==> config.mk <==
export PLATFORM = sky130hd
export DESIGN_NAME = load_store_unit
export DESIGN_NICKNAME = d
export VERILOG_FILES = /design/src/rtl/load_store_unit.sv
export SDC_FILE = /design/constraint.sdc
export NUM_CORES = 1
export LEC_CHECK = 0
export ABC_AREA = 1
export BUFFER_PORTS_ARGS = -buffer_cell sky130_fd_sc_hd__buf_2
export CORE_MARGIN = 5
export CORE_UTILIZATION = 44
export CTS_CLUSTER_DIAMETER = 150
export DETAILED_ROUTE_END_ITERATION = 8
export PLACE_DENSITY = 0.82
export SLEW_MARGIN = 5
export SYNTH_ARGS = -nofsm -noshare
export SYNTH_HDL_FRONTEND = slang
export SYNTH_SLANG_ARGS = --single-unit
export TNS_END_PERCENT = 5
==> constraint.sdc <==
create_clock -name CLK -period 3.25 [get_ports CLK]
set_clock_uncertainty 0.15 [all_clocks]
set_input_delay 0.65 -clock CLK [delete_from_list [all_inputs] [get_ports CLK]]
set_output_delay 0.65 -clock CLK [all_outputs]
set_load 0.03 [all_outputs]
==> src/rtl/load_store_unit.sv <==
// Load/store unit: latches one execute-stage request, issues a single memory access
// with byte lanes and replicated store data, and returns the extended load result.
module load_store_unit #(
   parameter int ADDR_W  = 12,
   parameter int TIMEOUT = 15
) (
   input  logic              CLK,
   input  logic              RST,
   input  logic              req_valid,
   output logic              req_ready,
   input  logic              is_store,
   input  logic [2:0]        funct3,
   input  logic [31:0]       addr,
   input  logic [31:0]       wdata,
   output logic              mem_req,
   output logic              mem_we,
   output logic [ADDR_W-1:0] mem_addr,
   output logic [3:0]        mem_be,
   output logic [31:0]       mem_wdata,
   input  logic [31:0]       mem_rdata,
   input  logic              mem_ack,
   output logic              done,
   output logic [31:0]       rdata,
   output logic              err,
   output logic [1:0]        err_code
);

   typedef enum logic [1:0] {IDLE, ISSUE, DONE} state_t;

   state_t      state, state_nxt;
   logic [3:0]  wait_cnt;
   logic        st_p0;
   logic [2:0]  f3_p0;
   logic [31:0] addr_p0;
   logic [31:0] wdata_p0;
   logic [31:0] rdata_q;
   logic        err_q;
   logic [1:0]  err_code_q;
   logic        illegal, misal, timed_out;
   logic        unused_addr_hi;

   function automatic logic [3:0] store_be(input logic [2:0] f3, input logic [1:0] a);
      case (f3[1:0])
         2'b00:   return 4'b0001 << a;
         2'b01:   return a[1] ? 4'b1100 : 4'b0011;
         default: return 4'b1111;
      endcase
   endfunction

   function automatic logic [31:0] store_data(input logic [2:0] f3, input logic [31:0] d);
      case (f3[1:0])
         2'b00:   return {4{d[7:0]}};
         2'b01:   return {2{d[15:0]}};
         default: return d;
      endcase
   endfunction

   function automatic logic [31:0] load_extend(input logic [2:0] f3, input logic [1:0] a,
                                               input logic [31:0] d);
      logic signed [7:0]  b;
      logic signed [15:0] h;
      b = d[{a, 3'b000} +: 8];
      h = a[1] ? d[31:16] : d[15:0];
      case (f3)
         3'b000:  return 32'(b);
         3'b001:  return 32'(h);
         3'b100:  return {24'd0, b};
         3'b101:  return {16'd0, h};
         default: return d;
      endcase
   endfunction

   assign illegal   = (funct3 == 3'b011) || (funct3 == 3'b110) || (funct3 == 3'b111);
   assign misal     = ((funct3[1:0] == 2'b01) && addr[0]) ||
                      ((funct3 == 3'b010) && (addr[1:0] != 2'b00));
   assign timed_out = (wait_cnt == 4'(TIMEOUT - 1));
   assign unused_addr_hi = ^addr_p0[31:ADDR_W+2];

   always_ff @(posedge CLK or posedge RST) begin
      if (RST) begin
         state    <= IDLE;
         wait_cnt <= '0;
      end else begin
         state    <= state_nxt;
         wait_cnt <= (state == ISSUE) ? wait_cnt + 4'd1 : 4'd0;
      end
   end

   always_comb begin
      state_nxt = state;
      req_ready = 1'b0;
      mem_req   = 1'b0;
      mem_we    = 1'b0;
      mem_addr  = '0;
      mem_be    = 4'b0000;
      mem_wdata = '0;
      done      = 1'b0;
      case (state)
         IDLE: begin
            req_ready = 1'b1;
            if (req_valid) state_nxt = (illegal || misal) ? DONE : ISSUE;
         end
         ISSUE: begin
            mem_req   = 1'b1;
            mem_we    = st_p0;
            mem_addr  = addr_p0[ADDR_W+1:2];
            mem_be    = st_p0 ? store_be(f3_p0, addr_p0[1:0]) : 4'b1111;
            mem_wdata = st_p0 ? store_data(f3_p0, wdata_p0) : 32'd0;
            if (mem_ack || timed_out) state_nxt = DONE;
         end
         DONE: begin
            done      = 1'b1;
            state_nxt = IDLE;
         end
         default: state_nxt = IDLE;
      endcase
   end

   // request latch and completion status
   always_ff @(posedge CLK or posedge RST) begin
      if (RST) begin
         st_p0      <= 1'b0;
         f3_p0      <= 3'b000;
         addr_p0    <= '0;
         wdata_p0   <= '0;
         rdata_q    <= '0;
         err_q      <= 1'b0;
         err_code_q <= 2'b00;
      end else begin
         if (state == IDLE && req_valid) begin
            st_p0      <= is_store;
            f3_p0      <= funct3;
            addr_p0    <= addr;
            wdata_p0   <= wdata;
            err_q      <= illegal || misal;
            err_code_q <= illegal ? 2'b11 : (misal ? 2'b01 : 2'b00);
         end
         if (state == ISSUE) begin
            if (mem_ack) begin
               if (!st_p0) rdata_q <= load_extend(f3_p0, addr_p0[1:0], mem_rdata);
            end else if (timed_out) begin
               err_q      <= 1'b1;
               err_code_q <= 2'b10;
            end
         end
      end
   end

   assign rdata    = rdata_q;
   assign err      = err_q;
   assign err_code = err_code_q;

endmodule

==> impl_metrics.xml <==
<?xml version="1.0" encoding="UTF-8"?>
<metrics>
  <group name="critical_path">
    <metric name="critical_path.startpoint_type" unit="">register</metric>
    <metric name="critPathKind" unit="">register to primary output</metric>
    <metric name="timing.critical_path.fanout_max" unit="">11</metric>
    <metric name="required" unit="ps">2450</metric>
    <metric name="worstPathArrival" unit="ps">2160</metric>
    <metric name="end_kind" unit="">primary output</metric>
  </group>
  <group name="final_layout">
    <metric name="layout_common_cells" unit="">216 x sky130_fd_sc_hd__nand2_1, 172 x sky130_fd_sc_hd__buf_2, 117 x sky130_fd_sc_hd__nor2_1, 90 x sky130_fd_sc_hd__dfrtp_1, 75 x sky130_fd_sc_hd__inv_1</metric>
    <metric name="antenna-diode-count" unit="">0</metric>
    <metric name="nets" unit="">951</metric>
    <metric name="final-seq-area" unit="µm²">2280</metric>
    <metric name="filler_cell_count" unit="">1017</metric>
    <metric name="synth_to_final_area_change" unit="%">23.5</metric>
    <metric name="post_route_cells_drive_above_1_share" unit="">0.261</metric>
    <metric name="final_cells" unit="">990</metric>
    <metric name="leading_cell_type_in_the_layout_fill_and_taps_excluded" unit="">sky130_fd_sc_hd__nand2_1</metric>
    <metric name="multiInputGateArea" unit="µm²">2090</metric>
  </group>
  <group name="clock_tree">
    <metric name="h-tree-depth" unit="">3</metric>
    <metric name="clock_path_buffers" unit="">2</metric>
    <metric name="postCtsResizedCells" unit="">0</metric>
    <metric name="cts_sinks" unit="">91</metric>
    <metric name="insertion_delay" unit="ps">370</metric>
    <metric name="cts.reportedPaths.clkPinSlew" unit="ps">110</metric>
    <metric name="post_cts_buffers" unit="">0</metric>
    <metric name="cts_root_buffer" unit="">sky130_fd_sc_hd__clkbuf_8</metric>
    <metric name="tritoncts" unit="">built</metric>
    <metric name="cts_hold_buf" unit="">0</metric>
    <metric name="numCtsBuffers" unit="">9</metric>
  </group>
  <group name="logic_synthesis">
    <metric name="synth.yosys.seq_area_share" unit="">0.471</metric>
    <metric name="synthFlopType" unit="">sky130_fd_sc_hd__dfrtp_1</metric>
    <metric name="synth-seq-cells" unit="">91</metric>
    <metric name="postSynth.asyncResetShare" unit="">1.00</metric>
    <metric name="syn_avg_cell_area" unit="µm²">7.01</metric>
    <metric name="synth_cells" unit="">690</metric>
    <metric name="yosys_warnings" unit="">0</metric>
    <metric name="synth_edf_count" unit="">0</metric>
    <metric name="mappedNetlistArea" unit="µm²">4840</metric>
    <metric name="post_synth_num_cell_types" unit="">24</metric>
    <metric name="synthesis.nets" unit="">796</metric>
  </group>
  <group name="sta">
    <metric name="rsz0062_at_grt" unit="">false</metric>
    <metric name="finalHoldViolations" unit="">0</metric>
    <metric name="finalSetupViolCount" unit="">0</metric>
    <metric name="maxSlewViolCount" unit="">0</metric>
    <metric name="slew_headroom" unit="">0.392</metric>
    <metric name="max_clock_freq" unit="MHz">338</metric>
    <metric name="tmin_final" unit="ps">2960</metric>
    <metric name="timing.setup.tns" unit="ps">0</metric>
    <metric name="tcrit_tclk_final" unit="">0.911</metric>
    <metric name="max_slew.worst_pin.slew" unit="ps">911</metric>
  </group>
  <group name="drt">
    <metric name="drtPass1Iterations" unit="">7</metric>
    <metric name="count_of_unresolved_drc_violations_after_routing" unit="">0</metric>
    <metric name="routed_via_density" unit="">4.91</metric>
    <metric name="wl" unit="µm">14200</metric>
    <metric name="drt_iter0_markers" unit="">407</metric>
    <metric name="dr_total_vias" unit="">4858</metric>
    <metric name="detail_route.wl_per_cell" unit="µm">14.4</metric>
    <metric name="antenna_left" unit="">0</metric>
  </group>
  <group name="global_route">
    <metric name="all_layer_gr_usage" unit="">0.216</metric>
    <metric name="grt_use_met2" unit="">0.361</metric>
    <metric name="grt_pass1_vias" unit="">4715</metric>
    <metric name="grt_overflow_total" unit="">0</metric>
    <metric name="grt_util_met1" unit="">0.280</metric>
    <metric name="antenna_found_initial" unit="">0</metric>
    <metric name="grt_most_used_layer" unit="">met2</metric>
    <metric name="grt_pass1_wl" unit="µm">22900</metric>
    <metric name="groute.layer.met3.usage" unit="">0.0532</metric>
    <metric name="grt_start_max_net_pins" unit="">78</metric>
  </group>
  <group name="min_path">
    <metric name="hold_path.class" unit="">input pin to async pin</metric>
  </group>
  <group name="floorplan">
    <metric name="placement_rows" unit="">38</metric>
    <metric name="die-height" unit="µm">115</metric>
    <metric name="io-pin-count" unit="">191</metric>
    <metric name="initial_core_util" unit="">0.448</metric>
    <metric name="core_area" unit="µm²">10800</metric>
    <metric name="die_area" unit="µm²">13200</metric>
    <metric name="floorplan.die.width" unit="µm">115</metric>
  </group>
  <group name="power_and_ir_drop">
    <metric name="power_frac_comb" unit="">0.439</metric>
    <metric name="p_int" unit="µW">2440</metric>
    <metric name="worst_ir_drop_vdd" unit="µV">379</metric>
    <metric name="total_leakage_power" unit="µW">0.00354</metric>
    <metric name="power_switching" unit="µW">2110</metric>
    <metric name="clkPwrFrac" unit="">0.171</metric>
    <metric name="sw_frac_of_total" unit="">0.464</metric>
    <metric name="seq_power_share" unit="">0.390</metric>
    <metric name="power_density" unit="nW/µm²">762</metric>
  </group>
  <group name="place">
    <metric name="port_buf_inserts" unit="">172</metric>
    <metric name="gp_congestion" unit="">0.860</metric>
    <metric name="place_inst" unit="">974</metric>
    <metric name="dpl.hpwl" unit="µm">10300</metric>
  </group>
  <group name="outcome">
    <metric name="status" unit="">finished, final reports clean</metric>
  </group>
  <group name="run">
    <metric name="drv.max_cap_violation_count" unit="">0</metric>
  </group>
</metrics>
## final timing paths
check / startpoint / slack [ps] / endpoint / depth (start not counted)
setup / recovery: f3_p0[0] / 290 / mem_wdata[25] / 8
hold / removal: RST / 230 / rdata[5] / 2
setup reg to reg: addr_p0[1] / 780 / rdata[21] / 7
hold reg to reg: wdata_p0[28] / 330 / wdata_p0[28] / 2
max in group asynchronous: RST / 2040 / f3_p0[1] / 3
min in group CLK: wdata[19] / 320 / wdata_p0[19] / 3
## sequential cells by signal, indices dropped and copies added, names as in the netlist
| name | count |
|---|---|
| wdata_p0 | 32 |
| err_code | 2 |
| rdata | 32 |
| wait_cnt | 4 |
| st_p0 | 1 |
| f3_p0 | 3 |
| addr_p0 | 14 |
| state | 2 |
| err | 1 |
## power by group through the flow
stage,registers [µW],clock network (µW),logic (µW)
floorplan,2110,0,1090
global placement,1780,0,1960
detailed placement,1800,0,2000
CTS,1770,795,2010
global route,1820,851,2210
finish,1770,779,2000
## final cells by class
type	instances	share of cell area
Tap cell	140	0.0293
Inverter	78	0.0494
Sequential cell	91	0.381
Clock buffer	9	0.0207
Timing Repair Buffer	180	0.156
Multi-Input combinational cell	485	0.350
Clock inverter	7	0.0128
## cells in the mapped netlist, types with 3 or more instances
cell                         n  area share
sky130_fd_sc_hd__buf_2      16       0.017
sky130_fd_sc_hd__nand3_1    26       0.027
sky130_fd_sc_hd__o21ai_0    59       0.061
sky130_fd_sc_hd__nand2_1   216        0.17
sky130_fd_sc_hd__inv_1      76       0.059
sky130_fd_sc_hd__buf_6       4      0.0093
sky130_fd_sc_hd__nand2_2     3      0.0039
sky130_fd_sc_hd__a21oi_1    34       0.035
sky130_fd_sc_hd__or2_2      16       0.021
sky130_fd_sc_hd__dfrtp_1    91        0.47
sky130_fd_sc_hd__clkbuf_1   14       0.011
sky130_fd_sc_hd__nor2_1    117       0.091
## kinds of logic (layout without fill, tap and decap cells)
group | Yosys count | after routing | share of synthesized area
AND/OR/NAND/NOR | 383 | 383 | 0.319
buffers and inverters | 114 | 274 | 0.0988
adder cells (fa/ha/maj) | 2 | 2 | 0.00517
flip-flops | 91 | 91 | 0.471
AO/OA/AOI/OAI | 98 | 98 | 0.103
XOR/XNOR | 2 | 2 | 0.00362
## critical path, cell delays in order, from the launching register on
cell and delay, ps:
sky130_fd_sc_hd__dfrtp_1 700, sky130_fd_sc_hd__inv_1 170, sky130_fd_sc_hd__nor2_1 230, sky130_fd_sc_hd__inv_2 150
sky130_fd_sc_hd__nor2_1 120, sky130_fd_sc_hd__a21oi_1 70, sky130_fd_sc_hd__o21ai_0 120, sky130_fd_sc_hd__nor2_1 60
sky130_fd_sc_hd__buf_2 180
## through the flow
| stage | instance area [µm²] | worst slack [ps] | utilization | hold WS (ps) | power, µW |
|---|---|---|---|---|---|
| 2_1_floorplan | 4840 | 86.4 | - | 287 | 3190 |
| 3_3_place_gp | 5780 | 711 | 0.535 | 298 | 3750 |
| 3_5_place_dp | 5780 | 727 | 0.535 | 303 | 3800 |
| 4_1_cts | 5980 | 287 | 0.554 | 239 | 4580 |
| 5_1_grt | 5980 | 87.9 | 0.554 | 268 | 4890 |
| 6_report | 5980 | 288 | 0.554 | 230 | 4550 |
## layer usage
| metal | routed length, µm | vias to the layer above |
|---|---|---|
| met3 | 1230 | 12 |
| met2 | 6700 | 221 |
| li1 | - | 2418 |
| met5 | 0 | - |
| met1 | 6150 | 2207 |
| met4 | 157 | 0 |
Note: power is estimated with default switching activity, not from simulation.
